### config.mk
export PLATFORM = sky130hd
export DESIGN_NAME = float_to_double
export DESIGN_NICKNAME = d
export VERILOG_FILES = /design/src/rtl/float_to_double_pkg.sv /design/src/rtl/ftd_lzc23.sv /design/src/rtl/float_to_double.sv
export SDC_FILE = /design/constraint.sdc
export NUM_CORES = 1
export LEC_CHECK = 0
export CELL_PAD_IN_SITES_DETAIL_PLACEMENT = 2
export CELL_PAD_IN_SITES_GLOBAL_PLACEMENT = 2
export CORE_UTILIZATION = 20
export CTS_CLUSTER_DIAMETER = 120
export DETAILED_ROUTE_END_ITERATION = 10
export GPL_TIMING_DRIVEN = 0
export PLACE_DENSITY_LB_ADDON = 0.2
export SLEW_MARGIN = 20
export SYNTH_ARGS = -nofsm -noshare
export SYNTH_HDL_FRONTEND = slang
export SYNTH_SLANG_ARGS = --single-unit
### constraint.sdc
create_clock -name clk -period 0.8 [get_ports clk]
set_input_delay 0.16 -clock clk [delete_from_list [all_inputs] [get_ports clk]]
set_output_delay 0.16 -clock clk [all_outputs]
set_load 0.05 [all_outputs]
### src/rtl/float_to_double_pkg.sv
// Shared constants, field layouts and helpers for the binary32 -> binary64 converter.
package float_to_double_pkg;

   // Field widths of both formats
   localparam int FLT_SIGN_W = 1;
   localparam int FLT_EXP_W  = 8;
   localparam int FLT_FRAC_W = 23;
   localparam int DBL_SIGN_W = 1;
   localparam int DBL_EXP_W  = 11;
   localparam int DBL_FRAC_W = 52;

   // Exponent biases and the derived re-bias amounts
   localparam int FLT_BIAS       = 127;
   localparam int DBL_BIAS       = 1023;
   localparam int BIAS_DELTA     = DBL_BIAS - FLT_BIAS;                  // 896
   localparam int SUBNORM_OFFSET = DBL_BIAS - FLT_BIAS - (FLT_FRAC_W - 1); // 874

   // Zero padding that left-aligns a binary32 fraction in a binary64 fraction
   localparam int FRAC_PAD = DBL_FRAC_W - FLT_FRAC_W;                    // 29

   // All-ones exponents mark infinity / NaN
   localparam logic [FLT_EXP_W-1:0] FLT_EXP_ONES = '1;
   localparam logic [DBL_EXP_W-1:0] DBL_EXP_ONES = '1;

   typedef struct packed {
      logic [FLT_SIGN_W-1:0] sign;
      logic [FLT_EXP_W-1:0]  exp;
      logic [FLT_FRAC_W-1:0] frac;
   } float_t;

   typedef struct packed {
      logic [DBL_SIGN_W-1:0] sign;
      logic [DBL_EXP_W-1:0]  exp;
      logic [DBL_FRAC_W-1:0] frac;
   } double_t;

   // A signaling NaN has an all-ones exponent, a clear quiet bit and a non-zero payload
   function automatic logic is_snan(input float_t f);
      return (f.exp == FLT_EXP_ONES) && !f.frac[FLT_FRAC_W-1] && (f.frac != '0);
   endfunction

endpackage

### src/rtl/ftd_lzc23.sv
// Combinational 23-bit leading-zero counter; an all-zero input yields 23.
module ftd_lzc23 (
   input  logic [22:0] value,
   output logic [4:0]  count
);

   // zero_above[i] is set when bit i and every bit above it are zero
   logic [22:0] zero_above;

   genvar gi;
   generate
      for (gi = 0; gi < 23; gi++) begin : g_prefix
         assign zero_above[gi] = ~|value[22:gi];
      end
   endgenerate

   // The leading-zero count is the number of positions with nothing set at or above them
   always_comb begin
      count = 5'd0;
      for (int i = 0; i < 23; i++) begin
         count = count + {4'd0, zero_above[i]};
      end
   end

endmodule

### src/rtl/float_to_double.sv
// IEEE 754 binary32 -> binary64 converter with a single output register stage.
// Build option: define FTD_SUBNORMAL_EN to normalize subnormal inputs;
// without it subnormals flush to signed zero and no leading-zero counter is built.
module float_to_double
   import float_to_double_pkg::*;
(
   input  logic        clk,
   input  logic        reset,
   input  logic [31:0] float,
   output logic [63:0] double,
   output logic        nan_exception
);

   float_t  flt;
   double_t double_next;
   logic    nan_next;
   logic [63:0] double_reg;
   logic        nan_reg;

   assign flt = float;

`ifdef FTD_SUBNORMAL_EN
   logic [4:0]            lzc_count;
   logic [4:0]            msb_pos;
   logic [DBL_EXP_W-1:0]  sub_exp;
   logic [FLT_FRAC_W-1:0] sub_frac;

   ftd_lzc23 u_lzc (
      .value (flt.frac),
      .count (lzc_count)
   );

   // Leading one sits at bit 22-lzc; shifting past it drops the implicit bit
   assign msb_pos  = 5'd22 - lzc_count;
   assign sub_exp  = DBL_EXP_W'(SUBNORM_OFFSET) + {6'd0, msb_pos};
   assign sub_frac = flt.frac << (lzc_count + 5'd1);
`endif

   // Classify the operand and build the widened result
   always_comb begin
      double_next      = '0;
      double_next.sign = flt.sign;
      nan_next         = 1'b0;
      if (flt.exp == FLT_EXP_ONES) begin
         double_next.exp = DBL_EXP_ONES;
         if (flt.frac != '0) begin
            // Force the quiet bit, keep the remaining payload
            double_next.frac = {1'b1, flt.frac[FLT_FRAC_W-2:0], {FRAC_PAD{1'b0}}};
            nan_next         = is_snan(flt);
         end
      end else if (flt.exp == '0) begin
`ifdef FTD_SUBNORMAL_EN
         if (flt.frac != '0) begin
            double_next.exp  = sub_exp;
            double_next.frac = {sub_frac, {FRAC_PAD{1'b0}}};
         end
`endif
      end else begin
         double_next.exp  = {3'd0, flt.exp} + DBL_EXP_W'(BIAS_DELTA);
         double_next.frac = {flt.frac, {FRAC_PAD{1'b0}}};
      end
   end

   // Output register; reset clears the result immediately
   always_ff @(posedge clk or negedge reset) begin
      if (!reset) begin
         double_reg <= 64'h0;
         nan_reg    <= 1'b0;
      end else begin
         double_reg <= double_next;
         nan_reg    <= nan_next;
      end
   end

   assign double        = double_reg;
   assign nan_exception = nan_reg;

endmodule

==> impl_results.md, run 1 <==
* Status: finished, violations left
* Failing checks: hold timing, setup timing
* Largest net degree at the start of global routing at 22
* Number of clock sinks at 34
* Cts bufs inserted at 5
* Global-route wire length before repair at 6.430 mm
* Die area at approximately 7700 um^2
* Seq/Total Area, Yosys at between 50% and 60%
* Synth area leader: dfrtp_1
* Worst Path Arrival at between 1 and 1.5 ns
* CP Max Fanout at 10
* Hold Crit Class: primary input to asynchronous set/reset pin
* Max reg flops at 33
* Pwr Density at between 1500 and 2000 nW/um^2
* DR iter-0 viols at 5
* RSZ-0062 raised after global routing: true
* Comb power frac at about 29%
* Maxcap violations at 0
* GRT overflow at 0
* Worst hold slack at -0.2027 ns
* Mapped Avg Cell Area at 12.46 um^2
* Port Buffers at 69
* Longest Clk Path Bufs at 2
* IO Pins at between 90 and 100
* Final setup vio count at 61
* Starting Density at 21.17%
* Antenna Nets Post-Route at 0
* Setup TNS Final at -16.17 ns
* Critical Path RT at 0.97 ns
* Pins over their slew limit at 0
* Fin nets at approximately 270
* Drt wl/cell at 12.89 um
* Setup Crit Path Kind: primary input to flop
* H-tree levels at 2
* DP Wirelength at 3.286 mm
* Final Total Pwr at 4.700 mW
* First-pass iteration count of the detailed router at 2
* Fmax at 818.5 MHz
* Fin crit share at 152.7%
* CTS tree: done
* Initial antenna violation count at 0
* Detailed-route via count at roughly 1200
* Core area at between 6000 and 7000 um^2
* Crit start category: primary input
* Diodes inserted at 0
* Register share of total power at a little under 40%
* Final worst setup slack at -0.4218 ns
* Yosys Warn Count at 0
* Pleak at between 1 and 1.5 nW
* Post-Syn Area at 1470 um^2
* Global Route Usage Sum at 11.60%
* Die Y at approximately 88 um
* Post-synth top flop: dfrtp_1
* Synth Instances at about 120
* Sw Pwr at between 1.5 and 2 mW
* Synth area leaders: dfrtp_1, buf_4, and2_4
* Switching part of the total at between 30% and 40%
* Worst vdd ir at approximately 0.56 mV
* Root Buffer Master: clkbuf_8
* Final hold viol count at 13
* DP Worst Slack at -1.068 ns
* Reg clk slew, reported paths at about 0.070 ns
* Count leader, synth: dfrtp_1
* Synth top area share at 57.87%
* Remaining DRCs at 0
* Most frequent cells after synthesis: dfrtp_1, buf_4, and2_4, clkbuf_1, nor4_1
* Vias in the first global route at approximately 1300
* Width of the die at just under 90 um
* Row Count at 30
* Layout cell share with drive strength beyond 1 at 63.36%
* Gpl congestion at approximately 0.73
* Unique masters post-synth at 21
* Via density at between 3 and 4
* Setup crit end kind: flop
* Clock Power Share at around a third
* Internal at roughly 3.2 mW
* Post-synth EDFFs at 0
* Total wire length at 4.228 mm
* Seq cells post-synth at 34
* Final min period at around 1.2 ns
* Area Overhead vs Synth at 84.17%
* Async S/R FF share, synth at between 90% and 100%
[cells by family (layout without fill, tap and decap cells)]
logic type             count (synthesis)  after routing  synth area share, %
buffers and inverters                 41            127                19.91
AND/OR/NAND/NOR                       38             38                20.25
flip-flops                            34             34                57.87
AO/OA/AOI/OAI                          4              4                1.703
other                                  1             29               0.2551
[cells in the final DEF, fill, tap and decap left out]
| cell type | synthesis | layout |
|---|---|---|
| buf_6 | 2 | 42 |
| buf_4 | 31 | 34 |
| dfrtp_1 | 34 | 33 |
| conb_1 | 1 | 29 |
| and2_4 | 20 | 22 |
| buf_2 | 1 | 11 |
| clkbuf_8 | 0 | 8 |
| clkbuf_1 | 6 | 6 |
| buf_8 | 0 | 6 |
| dlygate4sd2_1 | 0 | 6 |
| or4_4 | 1 | 4 |
| clkbuf_2 | 0 | 4 |
| nor4_4 | 0 | 3 |
| clkdlybuf4s15_1 | 0 | 3 |
| clkdlybuf4s15_2 | 0 | 3 |
| nand4_1 | 2 | 2 |
| or2_4 | 1 | 2 |
| clkdlybuf4s50_1 | 0 | 2 |
| buf_16 | 0 | 2 |
| nor2_1 | 2 | 1 |
| o21ai_1 | 0 | 1 |
| o21ai_2 | 0 | 1 |
| nor4_2 | 0 | 1 |
| nor3_1 | 1 | 1 |
| and4_4 | 0 | 1 |
| a22oi_1 | 1 | 1 |
| nor2_4 | 0 | 1 |
| a211oi_2 | 0 | 1 |
| dfrtp_2 | 0 | 1 |
[metal layers]
metal | share of wire [%] | global-route usage [%] | vias up | routed length [um]
met5 | 0 | 0 | - | 0
met4 | 0.99 | 4.024 | 0 | 42
met3 | 11 | 5.372 | 4 | 482
met2 | 51 | 20.44 | 75 | 2155
met1 | 37 | 12.13 | 573 | 1548
li1 | - | - | 537 | -
[power groups by stage]
stage / clock network (mW) / registers [mW] / logic (mW)
6_report: 1.49 / 1.85 / 1.36
5_1_grt: 1.65 / 1.86 / 1.43
4_1_cts: 1.57 / 1.85 / 1.34
3_5_place_dp: 0 / 1.87 / 1.33
3_3_place_gp: 0 / 1.86 / 1.31
2_1_floorplan: 0 / 2.18 / 0.558
[critical path, stage by stage]
cell	delay, ns
buf_6	0.09
or4_4	0.54
or2_4	0.32
buf_8	0.15
and2_4	0.13
[area by class of cell]
cell class	instances	area (um^2)
Multi-Input combinational cell	71	518.0
Clock buffer	8	110.1
Buffer	41	315.3
Timing Repair Buffer	78	792.0
Fill cell	734	4237
Sequential cell	34	852.1
Tap cell	96	120.1
[repair_timing]
action / 4_1_cts / 5_1_grt
setup buffers: 3 / 4
setup endpoints to repair: 62 / 61
gates cloned: 1 / 0
pin swaps: 16 / 10
endpoints found under the hold margin: 13 / 13
resized for setup: 353 / 20
[per-stage QoR]
stage | instance area (um^2) | util [%] | instances | hold slack, ns
3_5_place_dp | 2442 | 35.17 | 312 | 0.1143
2_1_floorplan | 1609 | - | 146 | -0.1356
3_3_place_gp | 2420 | 34.85 | 311 | 0.6092
6_report | 2708 | 38.99 | 328 | -0.2027
5_1_grt | 2708 | 38.99 | 328 | -0.1972
4_1_cts | 2648 | 38.13 | 324 | -0.1997
[final timing paths]
| kind | from | end |
|---|---|---|
| setup / recovery | float[26] | double[31] |
| hold / removal | reset | double[52] |
| max in group asynchronous | reset | double[40] |
| min in group clk | float[27] | double[56] |
Note: power is estimated with default switching activity, not from simulation.
==> run 2: changes to the inputs <==
--- a/config.mk
+++ b/config.mk
@@ -10,9 +10,9 @@
 export CORE_UTILIZATION = 20
 export CTS_CLUSTER_DIAMETER = 120
 export DETAILED_ROUTE_END_ITERATION = 10
-export GPL_TIMING_DRIVEN = 0
 export PLACE_DENSITY_LB_ADDON = 0.2
 export SLEW_MARGIN = 20
 export SYNTH_ARGS = -nofsm -noshare
 export SYNTH_HDL_FRONTEND = slang
 export SYNTH_SLANG_ARGS = --single-unit
+export TNS_END_PERCENT = 50
==> impl_results.md, run 2 (same netlist as run 1, synthesis figures left out) <==
* Setup crit end kind: flop
* Global-route wire length before repair at 7.031 mm (+9.3%)
* Die area at 7697 um^2 (unchanged)
* Via density at 3.656 (+0.85%)
* Number of fill cells at 723 (-1.5%)
* Fin nets at 245 (-7.5%)
* Worst vdd ir at 0.4443 mV (-21%)
* DP Worst Slack at -1.106 ns (-0.03722 ns)
* Root Buffer Master: clkbuf_8
* Global Route Usage Sum at 12.71% (+1.1 points)
* Cts bufs inserted at 5 (unchanged)
* CTS tree: done
* Drt wl/cell at 14.74 um (+14%)
* Detailed-route via count at 1126 (-5.3%)
* Max reg flops at 33 (unchanged)
* Largest net degree at the start of global routing at 35 (+59%)
* Antenna Nets Post-Route at 0 (unchanged)
* IO Pins at 99 (unchanged)
* Die Y at 87.74 um (unchanged)
* Worst Path Arrival at 1.29 ns (-0.10 ns)
* Layout cell share with drive strength beyond 1 at 60.85% (-2.5 points)
* Final hold viol count at 0 (-13)
* Most frequent cells in the layout: buf_12, dfrtp_1, conb_1, buf_4, and2_4
* Port Buffers at 69 (unchanged)
* Total wire length at 4.539 mm (+7.4%)
* H-tree levels at 2 (unchanged)
* CP Max Fanout at 6 (-4)
* Setup Crit Path Kind: primary input to flop
* Row Count at 30 (unchanged)
* Status: finished, violations left
* Number of clock sinks at 34 (unchanged)
* Pwr Density at 1646 nW/um^2 (-5.2%)
* Vias in the first global route at 1340 (+3.6%)
* Pleak at 1.310 nW (-2.5%)
* Most common cell after layout, fill and taps aside: buf_12
* RSZ-0062 raised after global routing: true
* Critical Path RT at 0.97 ns (about the same)
* Fin crit share at 139.9% (-13 points)
* GRT overflow at 0 (unchanged)
* Width of the die at 87.74 um (unchanged)
* Gpl congestion at 0.6878 (-5.2%)
* Failing checks: setup timing
* Final Total Pwr at 4.643 mW (-1.2%)
* Remaining DRCs at 0 (unchanged)
* Crit start category: primary input
* First-pass iteration count of the detailed router at 3 (+1)
* Longest Clk Path Bufs at 2 (unchanged)
* Fmax at 893.8 MHz (+9.2%)
* Starting Density at 21.17% (unchanged)
* Final worst setup slack at -0.3188 ns (+0.1030 ns)
* Final min period at 1.119 ns (-0.1030 ns)
* Final setup vio count at 61 (unchanged)
* Maxcap violations at 0 (unchanged)
* DP Wirelength at 3.455 mm (+5.1%)
* Hold Crit Class: primary input to flop
* Area Overhead vs Synth at 91.92%
* Initial antenna violation count at 0 (unchanged)
* DR iter-0 viols at 14 (+9)
* Core area at 6944 um^2 (unchanged)
* Pins over their slew limit at 0 (unchanged)
* Diodes inserted at 0 (unchanged)
* Reg clk slew, reported paths at 0.07 ns (about the same)
-- run 2: per-layer routing --
metal	global-route usage, %	vias up	wire length (um)
li1	-	503	-
met1	11.95	545	1612
met2	25.93	71	2502
met3	4.147	7	381
met4	3.130	0	42
met5	0	-	0
-- run 2: worst paths after layout --
kind,from,endpoint,slack (ns),depth (start not counted)
max,float[24],double[31],-0.32,4
min,float[25],double[54],0.02,1
max in group asynchronous,reset,double[61],0.24,3
min in group asynchronous,reset,double[42],0.38,3
-- run 2: cell type report --
cell class                 instances  area (um^2)  area share [%]
timing repair buffer              96         1215           43.06
sequential                        34        852.1           30.20
multi-input combinational         74        543.0           19.25
tap                               96        120.1           4.257
clock buffer                       7        86.33           3.060
clock inverter                     1        5.005          0.1774
-- run 2: critical path, stage by stage --
cell    delay [ns]
buf_6         0.10
or4_4         0.57
or2_4         0.31
and2_4        0.15
-- run 2: power breakdown --
group          leakage (nW)  internal [mW]  switching (mW)
clock                0.0482          0.694           0.600
sequential            0.398           1.81          0.0810
combinational         0.864          0.621           0.839
-- run 2: per-stage QoR --
| step | area [um^2] | setup TNS (ns) | instances | hold WS [ns] | util, % |
|---|---|---|---|---|---|
| 6_report | 2821 | -14.59 | 308 | 0.01553 | 40.63 |
| 5_1_grt | 2821 | -15.82 | 308 | 0.004732 | 40.63 |
| 4_1_cts | 2815 | -15.08 | 308 | 0.002128 | 40.54 |
| 3_5_place_dp | 2638 | -25.79 | 293 | 0.1402 | 37.98 |
| 3_3_place_gp | 2638 | -24.84 | 293 | 0.1315 | 37.98 |
| 2_1_floorplan | 1579 | -12.66 | 146 | -0.1356 | - |
-- run 2: what timing repair did --
| action | in CTS | in global routing |
|---|---|---|
| pin swaps | 19 | 5 |
| hold buffers | 3 | 0 |
| gates resized for setup | 116 | 2 |
| cloned | 3 | 0 |
| setup endpoints to repair | 61 | 61 |
| hold endpoints to repair | 36 | 0 |
| setup buffers | 1 | 0 |
